`config.mk`:
```
export PLATFORM = sky130hd
export DESIGN_NAME = if_fetch
export DESIGN_NICKNAME = d
export VERILOG_FILES = /design/src/rtl/if_fetch_pkg.sv /design/src/rtl/fetch_queue.sv /design/src/rtl/if_fetch.sv
export SDC_FILE = /design/constraint.sdc
export NUM_CORES = 1
export LEC_CHECK = 0
export CAP_MARGIN = 30
export CORE_ASPECT_RATIO = 2
export CORE_MARGIN = 5
export CORE_UTILIZATION = 60
export DETAILED_ROUTE_END_ITERATION = 6
export PLACE_DENSITY = 0.86
export SLEW_MARGIN = 20
export SYNTH_ARGS = -nofsm -noshare
export SYNTH_HDL_FRONTEND = slang
export SYNTH_SLANG_ARGS = --single-unit
export TNS_END_PERCENT = 1
```
`constraint.sdc`:
```
create_clock -name clk -period 29 [get_ports clk]
set_clock_uncertainty 0.1 [all_clocks]
set_input_delay 8.7 -clock clk [delete_from_list [all_inputs] [get_ports clk]]
set_output_delay 8.7 -clock clk [all_outputs]
set_load 0.05 [all_outputs]
```
`src/rtl/if_fetch_pkg.sv`:
```
// Shared widths, encodings and payload types for the instruction-fetch stage.
package if_fetch_pkg;

    localparam int unsigned InstAddrBus = 32;
    localparam int unsigned InstBus     = 32;
    localparam int unsigned CntW        = 2;

    localparam logic                   RstEnable = 1'b1;
    localparam logic [InstBus-1:0]     ZeroWord  = 32'h0000_0000;
    localparam logic [InstBus-1:0]     NopInst   = 32'h0000_0013;
    localparam logic [InstAddrBus-1:0] ResetPc   = 32'h0000_0000;

    // One fetched instruction together with the address it came from.
    typedef struct packed {
        logic [InstAddrBus-1:0] pc;
        logic [InstBus-1:0]     inst;
    } fetch_pair_t;

    // Word-align an address by clearing the two byte-offset bits.
    function automatic logic [InstAddrBus-1:0] align_pc(input logic [InstAddrBus-1:0] addr);
        return addr & ~InstAddrBus'(3);
    endfunction

endpackage

```
`src/rtl/fetch_queue.sv`:
```
// Two-entry FIFO of {pc, inst} pairs between the memory response and decode.
module fetch_queue
    import if_fetch_pkg::*;
(
    input  logic              clk,
    input  logic              rst,
    input  logic              push,
    input  logic              pop,
    input  logic              flush,
    input  fetch_pair_t       din,
    output fetch_pair_t       dout,
    output logic [CntW-1:0]   count,
    output logic              empty,
    output logic              full
);

    fetch_pair_t           mem_q [2];
    logic                  wr_q;
    logic                  rd_q;
    logic [CntW-1:0]       cnt_q;

    // Storage, pointers and occupancy; flush wins over push/pop.
    always_ff @(posedge clk or posedge rst) begin
        if (rst) begin
            mem_q[0] <= '0;
            mem_q[1] <= '0;
            wr_q     <= 1'b0;
            rd_q     <= 1'b0;
            cnt_q    <= '0;
        end else if (flush) begin
            wr_q  <= 1'b0;
            rd_q  <= 1'b0;
            cnt_q <= '0;
        end else begin
            if (push) begin
                mem_q[wr_q] <= din;
                wr_q        <= ~wr_q;
            end
            if (pop) begin
                rd_q <= ~rd_q;
            end
            cnt_q <= cnt_q + CntW'(push) - CntW'(pop);
        end
    end

    assign dout  = mem_q[rd_q];
    assign count = cnt_q;
    assign empty = (cnt_q == '0);
    assign full  = (cnt_q == CntW'(2));

endmodule

```
`src/rtl/if_fetch.sv`:
```
// Instruction-fetch stage: PC, credit-limited memory requests, response
// buffering and the registered {pc, inst, valid} hand-off to decode.
module if_fetch
    import if_fetch_pkg::*;
#(
    parameter logic [31:0] RESET_PC = ResetPc
) (
    input  logic        clk,
    input  logic        rst,
    input  logic        stall_i,
    input  logic        redirect_i,
    input  logic [31:0] redirect_pc_i,
    output logic        imem_req_o,
    output logic [31:0] imem_addr_o,
    input  logic        imem_gnt_i,
    input  logic        imem_rvalid_i,
    input  logic [31:0] imem_rdata_i,
    output logic [31:0] pc_o,
    output logic [31:0] inst_o,
    output logic        valid_o
);

    logic [InstAddrBus-1:0] pc_q, pc_d;
    logic [CntW-1:0]        out_q, out_d;
    logic [CntW-1:0]        disc_q, disc_d;
    logic [InstAddrBus-1:0] shadow_q [2];
    logic                   sh_wr_q;
    logic                   sh_rd_q;

    logic [InstAddrBus-1:0] pc_o_d;
    logic [InstBus-1:0]     inst_o_d;
    logic                   valid_o_d;

    logic                   credit_ok;
    logic                   fire;
    logic                   rsp_drop;
    logic                   rsp_keep;
    logic                   loadable;
    fetch_pair_t            rsp_pair;

    logic                   q_push;
    logic                   q_pop;
    logic                   q_flush;
    fetch_pair_t            q_head;
    logic [CntW-1:0]        q_count;
    logic                   q_empty;
    logic                   q_full;

    fetch_queue u_queue (
        .clk   (clk),
        .rst   (rst),
        .push  (q_push),
        .pop   (q_pop),
        .flush (q_flush),
        .din   (rsp_pair),
        .dout  (q_head),
        .count (q_count),
        .empty (q_empty),
        .full  (q_full)
    );

    // Request only from registered state; words in flight plus queued never exceed two.
    always_comb begin
        credit_ok   = (3'(out_q) + 3'(q_count)) < 3'd2;
        imem_req_o  = (rst != RstEnable) && !redirect_i && credit_ok;
        imem_addr_o = pc_q;
        fire        = imem_req_o && imem_gnt_i;
        rsp_drop    = imem_rvalid_i && (disc_q != '0);
        rsp_keep    = imem_rvalid_i && (disc_q == '0) && !redirect_i;
        loadable    = !stall_i || !valid_o;
        rsp_pair    = '{pc: shadow_q[sh_rd_q], inst: imem_rdata_i};
    end

    // Next PC, counters, queue control and output-register contents.
    always_comb begin
        pc_d      = pc_q;
        out_d     = out_q + CntW'(fire) - CntW'(imem_rvalid_i);
        disc_d    = disc_q - CntW'(rsp_drop);
        q_push    = 1'b0;
        q_pop     = 1'b0;
        q_flush   = 1'b0;
        pc_o_d    = pc_o;
        inst_o_d  = inst_o;
        valid_o_d = valid_o;

        if (fire) begin
            pc_d = pc_q + 32'd4;
        end

        if (redirect_i) begin
            // Everything still in flight after this cycle belongs to the old path.
            pc_d      = align_pc(redirect_pc_i);
            q_flush   = 1'b1;
            valid_o_d = 1'b0;
            inst_o_d  = NopInst;
            disc_d    = out_d;
        end else if (loadable) begin
            if (!q_empty) begin
                pc_o_d    = q_head.pc;
                inst_o_d  = q_head.inst;
                valid_o_d = 1'b1;
                q_pop     = 1'b1;
                q_push    = rsp_keep;
            end else if (rsp_keep) begin
                pc_o_d    = rsp_pair.pc;
                inst_o_d  = rsp_pair.inst;
                valid_o_d = 1'b1;
            end else begin
                valid_o_d = 1'b0;
                inst_o_d  = NopInst;
            end
        end else begin
            q_push = rsp_keep;
        end
    end

    // PC, outstanding/discard counters and the decode-facing output register.
    always_ff @(posedge clk or posedge rst) begin
        if (rst) begin
            pc_q    <= RESET_PC;
            out_q   <= '0;
            disc_q  <= '0;
            pc_o    <= ZeroWord;
            inst_o  <= NopInst;
            valid_o <= 1'b0;
        end else begin
            pc_q    <= pc_d;
            out_q   <= out_d;
            disc_q  <= disc_d;
            pc_o    <= pc_o_d;
            inst_o  <= inst_o_d;
            valid_o <= valid_o_d;
        end
    end

    // In-flight PC shadow: written on grant, consumed by every response.
    always_ff @(posedge clk or posedge rst) begin
        if (rst) begin
            shadow_q[0] <= ZeroWord;
            shadow_q[1] <= ZeroWord;
            sh_wr_q     <= 1'b0;
            sh_rd_q     <= 1'b0;
        end else begin
            if (fire) begin
                shadow_q[sh_wr_q] <= pc_q;
                sh_wr_q           <= ~sh_wr_q;
            end
            if (imem_rvalid_i) begin
                sh_rd_q <= ~sh_rd_q;
            end
        end
    end

    // The credit rule must make a push into a full, non-popping queue impossible.
    always_ff @(posedge clk) begin
        if (!rst) begin
            assert (!(q_push && q_full && !q_pop));
        end
    end

endmodule

```
==> impl_metrics.yaml, run 1 <==
status:
  status: "finished clean"
clocking:
  cts_buffer_depth: 3
  insertion_delay_ns: 0.53
  cts_hold_buffers: 0
  cts_resized: 0
  cts_buffers: 24
  path_clk_slew_ns: 0.06
  clock_sink_count: 287
  post-cts-setup-buffers: 0
  cts_tree: "built"
  root_buffer: "clkbuf_16"
  htreeDepth: 1
setup_path:
  r2r_slack_ns: 25.42
  start_kind: "input port"
  r2r-end: "disc_q[1]"
  r2r_start: "u_queue.count[0]"
  worstPathArrival_ns: 10.86
  crit_start: "rst"
  criticalPathCategory: "in2out"
  worstPathRequired_ns: 20.20
  ff2ff_path_depth: 12
  critPathCaptureType: "output pin"
  critical_path.endpoint: "imem_req_o"
  crit_fanout: 3
floorplan:
  die_y_um: 217
  rows: 75
  die_w_um: 113
  pin_count: 168
  start_util_pct: 60.9
  die-area_um2: 24500
  core_um2: 21000
logic_synthesis:
  ys_ff_latch: 287
  seq_area_frac_synth_pct: 56.1
  synth_cells: 1188
  async_flop_share_pct: 100
  synth_top_area_share_pct: 55.5
  ys.flop_type: "dfrtp_1"
  yosys_warnings: 0
  synthTopCellsByCount: "dfrtp_1 (284), nand2_1 (169), mux2_2 (144), nor2_1 (104), a21oi_1 (97)"
  synth.most_common_cell: "dfrtp_1"
  synth_edf_count: 0
  syn_area_um2: 12800
  yosys.cell_types.count: 54
  yosysTopAreaCell: "dfrtp_1"
  avgSynthCellArea_um2: 10.8
  synthTopCellsByArea: "dfrtp_1 (56%), mux2_2 (13%), nand2_1 (5.0%)"
power_and_ir_drop:
  leakage_nw: 7.07
  power.density_nw_per_um2: 98.2
  vdd_drop_max_mv: 0.0583
sta:
  timing.slew.headroom_pct: 38.5
  timing.fmax_ghz: 0.0509
  hold_violations: 0
  rsz0062_at_grt: "false"
  worst_pin_slew_ns: 0.919
  period_share_pct: 67.8
  slew_violations: 0
  setup-tns-final_ns: 0
  setup_viol: 0
  period_needed_ns: 19.66
  fin_ws_ns: 9.34
global_route:
  grt_usage_pct: 24.0
  met2_usage_pct: 43.4
  grt_util_met3_pct: 2.43
  grt_max_degree: 121
  met1_usage_pct: 28.7
  first_global_vias: 9726
  antenna_found_initial: 0
  grt_overflow: 0
  grt_pass1_wl_um: 48300
  busiest_layer: "met2"
detailed_routing:
  drt-initial-drc-count: 660
  drtAntennaViolNets: 0
  vias_per_cell: 5.83
  firstDrtPassIters: 6
  drc: 0
  routedWlPerCell_um: 18.0
  wl_um: 28800
  num_vias: 9309
place:
  numPortBuffers: 161
  dp_hpwl_um: 19300
  gp_congestion: 0.880
  dpl_worst_slack_ns: 9.36
final_layout:
  layout-drive-gt1-share_pct: 16.6
  syn2layout_area_growth_pct: 21.0
  nets: 1388
  n_antenna_cell: 0
worst_hold_path:
  min_path_type: "reg2reg"
run:
  drv_cap: 0
==> how the worst min path moves through the flow <==
stage / from / to / slack, ns / depth (start not counted)
floorplan: u_queue.mem_q[0] / u_queue.mem_q[0] / 0.34 / 2
finish: pc_o[20] / pc_o[20] / 0.38 / 2
CTS: inst_o[10] / inst_o[10] / 0.38 / 2
detailed placement: inst_o[10] / inst_o[10] / 0.37 / 2
global placement: u_queue.mem_q[56] / u_queue.mem_q[56] / 0.36 / 2
global route: shadow_q[19] / shadow_q[19] / 0.40 / 2
==> sequential cells by signal, indices dropped and copies added (netlist names), 2 cells and up <==
signal and count:
u_queue.mem_q 124, u_queue.count 2, shadow_q 60, out_q 2, imem_addr_o 30, disc_q 2, inst_o 32, pc_o 30
==> final cells by class <==
class	count	area (um^2)
Tap cell	269	337
Sequential cell	287	7190
Clock inverter	10	128
Timing Repair Buffer	180	1820
Multi-Input combinational cell	802	5240
Inverter	16	67.6
Clock buffer	34	709
Fill cell	1408	5530
==> placed cells by master (no fill, tap or decap), types with 14 or more instances in the layout <==
cell and n:
inv_1 15, nor2_1 103, mux2_2 144, nand3_1 16, mux2i_1 63, clkdlybuf4s50_1 160, clkbuf_16 25, a21oi_1 97
nand2_1 168, o21ai_0 91, dfrtp_1 283, buf_4 14
==> metrics by stage <==
stage	std cells	total power [W]	utilization, %	hold slack, ns	cell area (um^2)
after floorplan	1191	0.00102	-	0.344	12800
after global placement	1549	0.00116	69.2	0.355	14500
after detailed placement	1552	0.00119	69.5	0.366	14600
after CTS	1596	0.00153	73.5	0.381	15500
after global routing	1598	0.00162	73.7	0.397	15500
final	1598	0.00152	73.7	0.378	15500
==> per-layer routing <==
metal / wire (um) / vias up / part of all wire, %
met1: 11200 / 4641 / 39
met3: 1160 / 62 / 4.0
met5: 0 / - / 0
met4: 1030 / 0 / 3.6
met2: 15500 / 254 / 54
li1: - / 4352 / -
==> where the power goes <==
group | internal (W) | switching (W)
combinational | 0.000233 | 0.000339
sequential | 0.000524 | 0.0000853
clock | 0.000198 | 0.000143
total | 0.000955 | 0.000566
==> worst max-delay path, cell delays in order <==
cell and delay [ns]:
clkdlybuf4s50_1 0.55, nor4_1 0.66, clkdlybuf4s50_1 0.95
==> kinds of logic after synthesis <==
group | synth area share [%]
buffers and inverters | 3.27
other | 0.0293
flip-flops | 56.1
XOR/XNOR | 0.547
AND/OR/NAND/NOR | 11.7
multiplexers | 17.6
adder cells (fa/ha/maj) | 0.743
AO/OA/AOI/OAI | 10.0
Note: power is estimated with default switching activity, not from simulation.
==> inputs of run 2 (changes only) <==
CORE_UTILIZATION = 55   (was 60)
PLACE_DENSITY = 0.8   (was 0.86)
clock period = 20.6 ns   (was 29 ns; I/O delays follow)
==> impl_metrics.yaml, run 2 (synthesized netlist as in run 1, its figures left out) <==
status:
  status: "finished clean"
floorplan:
  core_um2: 23100
  rows: 79
  start_util_pct: 55.4
  pin_count: 168
  die_w_um: 118
  die_y_um: 226
  die-area_um2: 26600
setup_path:
  ff2ff_path_depth: 13
  max_stage_delay_ns: 0.93
  worstPathRequired_ns: 14.32
  slowest_stage: "clkdlybuf4s50_1"
  worstPathArrival_ns: 8.30
  critPathCaptureType: "output pin"
  worstPathCellList: "clkdlybuf4s50_1, nor4_1, clkdlybuf4s50_1"
  crit_fanout: 3
  start_kind: "input port"
  criticalPathCategory: "in2out"
  cpMostUsedCell: "clkdlybuf4s50_1"
power_and_ir_drop:
  switching_share_pct: 37.4
  power_switching_w: 0.000795
  combPwrFrac_pct: 37.8
  intPower_w: 0.00133
  total_power_w: 0.00213
  vdd_drop_max_mv: 0.0906
  power.share.clock_pct: 22.0
  power.density_nw_per_um2: 137
  p_seq_share_pct: 40.2
  leakage_nw: 7.07
sta:
  setup_viol: 0
  timing.fmax_ghz: 0.0686
  rsz0062_at_grt: "false"
  worst_pin_slew_ns: 0.919
  hold_violations: 0
  setup-tns-final_ns: 0
  slew_violations: 0
  period_share_pct: 70.8
  period_needed_ns: 14.58
  timing.slew.headroom_pct: 38.2
clocking:
  cts_buffers: 25
  cts_tree: "built"
  insertion_delay_ns: 0.52
  post-cts-setup-buffers: 0
  path_clk_slew_ns: 0.07
  cts_hold_buffers: 0
  htreeDepth: 1
  root_buffer: "clkbuf_16"
  clock_sink_count: 287
  cts_buffer_depth: 3
  cts_resized: 0
worst_hold_path:
  hold_depth: 2
  min_path_type: "reg2reg"
final_layout:
  n_antenna_cell: 0
  layout-drive-gt1-share_pct: 16.6
  stdcell_count: 1612
  nets: 1389
  top_regs: "u_queue.mem_q (124), shadow_q (60), inst_o (32)"
  syn2layout_area_growth_pct: 21.0
  final_util_pct: 67.0
  top_register: "u_queue.mem_q"
  largest_register_ffs: 124
  final_common_cell: "dfrtp_1"
  final_cell_mix: "dfrtp_1 (283), nand2_1 (168), clkdlybuf4s50_1 (160)"
detailed_routing:
  drt-initial-drc-count: 617
  vias_per_cell: 5.72
  num_vias: 9225
  routedWlPerCell_um: 17.8
  drtAntennaViolNets: 0
  firstDrtPassIters: 5
  drc: 0
  wl_um: 28700
run:
  drv_cap: 0
place:
  gp_congestion: 0.886
  dp.cells: 1564
  dp_hpwl_um: 19200
  numPortBuffers: 161
global_route:
  grt_overflow: 0
  grt_max_degree: 145
  grt_usage_pct: 21.3
  first_global_vias: 9511
  antenna_found_initial: 0
  grt_pass1_wl_um: 47600
[run 2: metal layers]
metal,GRT usage [%],up-vias,wire (um)
li1,-,4368,-
met1,25.6,4530,11300
met4,7.81,0,839
met5,0,-,0
met3,2.06,59,1110
met2,39.6,268,15400
[run 2: critical path: cells and delay by family]
family / cells / cell delay (ns)
buf+inv: 2 / 1.48
simple gates: 1 / 0.64
[run 2: stage by stage]
| stage | hold WS (ns) | instance area [um^2] | worst slack, ns |
|---|---|---|---|
| CTS | 0.380 | 15400 | 5.99 |
| detailed placement | 0.366 | 14600 | 6.01 |
| global placement | 0.355 | 14600 | 6.01 |
| global route | 0.392 | 15500 | 5.89 |
| floorplan | 0.344 | 12800 | 6.40 |
| finish | 0.376 | 15500 | 6.02 |
[run 2: path summary, 6_finish.rpt]
| path | start | endpoint | slack (ns) |
|---|---|---|---|
| max | rst | imem_req_o | 6.02 |
| min | pc_o[13] | pc_o[13] | 0.38 |
| max reg2reg | u_queue.count[0] | disc_q[1] | 16.72 |
| min reg2reg | pc_o[13] | pc_o[13] | 0.38 |
| max in group asynchronous | rst | u_queue.mem_q[112] | 12.90 |
| min in group asynchronous | rst | u_queue.mem_q[4] | 6.02 |
[run 2: power by group through the flow]
stage                     Clock (W)  Sequential [W]  Combinational [W]
final                      0.000467        0.000855           0.000805
after floorplan                   0        0.000979           0.000452
after CTS                  0.000478        0.000855           0.000813
after detailed placement          0        0.000864           0.000804
after global routing       0.000500        0.000879           0.000882
after global placement            0        0.000852           0.000784
[run 2: final cells by class]
type,instances,area [um^2]
multi-input combinational,802,5240
timing repair buffer,180,1820
clock buffer,37,761
sequential,287,7190
fill,1823,7640
clock inverter,7,60.1
tap,283,354
inverter,16,67.6
==> inputs of run 3 (changes only) <==
clock period = 13.55 ns   (was 20.6 ns; I/O delays follow)
==> impl_metrics.yaml, run 3 (synthesized netlist as in run 1, its figures left out) <==
final_layout:
  layout-drive-gt1-share_pct: 16.6
  top_regs: "u_queue.mem_q (124), shadow_q (60), inst_o (32)"
  largest_register_ffs: 124
  syn2layout_area_growth_pct: 20.9
  final_common_cell: "dfrtp_1"
  nets: 1388
  fill_cells: 1781
  top_register: "u_queue.mem_q"
  final_cell_mix: "dfrtp_1 (283), nand2_1 (168), clkdlybuf4s50_1 (160)"
  stdcell_count: 1612
clocking:
  clock_sink_count: 287
  cts_resized: 0
  htreeDepth: 1
  cts_buffer_depth: 3
  cts_buffers: 25
  insertion_delay_ns: 0.52
  path_clk_slew_ns: 0.07
  post-cts-setup-buffers: 0
  cts_tree: "built"
  root_buffer: "clkbuf_16"
  cts_hold_buffers: 0
detailed_routing:
  vias_per_cell: 5.73
  num_vias: 9240
  firstDrtPassIters: 4
  routedWlPerCell_um: 17.6
  drtAntennaViolNets: 0
  drt-initial-drc-count: 596
  drc: 0
  wl_um: 28300
setup_path:
  max_stage_delay_ns: 0.93
  r2r_slack_ns: 9.86
  worstPathArrival_ns: 6.22
  cpMostUsedCell: "clkdlybuf4s50_1"
  slowest_stage: "clkdlybuf4s50_1"
  criticalPathCategory: "in2out"
  crit_fanout: 3
  worstPathRequired_ns: 9.38
  critPathCaptureType: "output pin"
  worstPathCellList: "clkdlybuf4s50_1, nor4_1, clkdlybuf4s50_1"
  start_kind: "input port"
sta:
  rsz0062_at_grt: "false"
  fin_ws_ns: 3.17
  timing.fmax_ghz: 0.0963
  setup_viol: 0
  timing.slew.headroom_pct: 27.7
  worst_pin_slew_ns: 1.07
  setup-tns-final_ns: 0
  hold_violations: 0
  period_share_pct: 76.6
  slew_violations: 0
  period_needed_ns: 10.38
global_route:
  antenna_found_initial: 1
  grt_overflow: 0
  grt_pass1_wl_um: 48200
  first_global_vias: 9606
  grt_usage_pct: 21.5
  grt_max_degree: 101
floorplan:
  pin_count: 168
  die-area_um2: 26600
  core_um2: 23100
  die_y_um: 226
  rows: 79
  start_util_pct: 55.4
  die_w_um: 118
place:
  gp_congestion: 0.890
  dp_hpwl_um: 19200
  dp.cells: 1565
  dpl_worst_slack_ns: 3.21
  numPortBuffers: 161
status:
  status: "finished clean"
power_and_ir_drop:
  total_power_w: 0.00324
  vdd_drop_max_mv: 0.137
  power.density_nw_per_um2: 209
  leakage_nw: 7.06
run:
  drv_cap: 0
worst_hold_path:
  min_path_type: "reg2reg"
-- run 3: cell types whose count changed in the layout (fill, tap and decap cells not counted) --
cell	previous run	this run
clkinvlp_4	0	1
buf_16	3	2
clkbuf_8	9	6
diode_2	0	1
buf_12	1	2
bufinv_16	1	2
clkbuf_2	1	0
inv_6	0	1
-- run 3: cell type report --
cell class,count,area [um^2],area share [%]
diodes,1,2.50,0.0162
clock buffers,34,719,4.65
clock inverters,10,106,0.687
inverters,16,67.6,0.436
multi-input cells,802,5240,33.8
flip-flops and latches,287,7190,46.4
well taps,283,354,2.29
repair buffers,179,1810,11.7
-- run 3: worst paths after layout --
kind / from / depth (start not counted) / end
hold reg to reg: u_queue.mem_q[45] / 2 / u_queue.mem_q[45]
max in group asynchronous: rst / 5 / shadow_q[49]
hold / removal: u_queue.mem_q[45] / 2 / u_queue.mem_q[45]
setup / recovery: rst / 3 / imem_req_o
min in group asynchronous: rst / 2 / disc_q[0]
setup reg to reg: disc_q[1] / 5 / u_queue.mem_q[86]
-- run 3: through the flow --
| stage | util, % | hold WS [ns] | area (um^2) |
|---|---|---|---|
| detailed placement | 63.2 | 0.367 | 14600 |
| CTS | 66.7 | 0.381 | 15400 |
| floorplan | - | 0.344 | 12800 |
| global route | 66.9 | 0.401 | 15500 |
| finish | 66.9 | 0.375 | 15500 |
| global placement | 63.0 | 0.356 | 14600 |
-- run 3: power by group --
group,switching (W),internal (W)
Clock,0.000308,0.000410
Combinational,0.000720,0.000497
Sequential,0.000179,0.00112
-- run 3: worst max-delay path: cells and delay by family --
kind / cells / cell delay, ns
and+or+nand+nor: 1 / 0.66
buffers and inverters: 2 / 1.49
-- run 3: layer usage --
layer / part of all wire (%) / wire (um) / up-vias / global-route usage [%]
li1: - / - / 4356 / -
met1: 40 / 11300 / 4590 / 26.2
met2: 53 / 14900 / 231 / 38.9
met3: 3.7 / 1060 / 63 / 2.11
met4: 3.7 / 1060 / 0 / 9.15
met5: 0 / 0 / - / 0
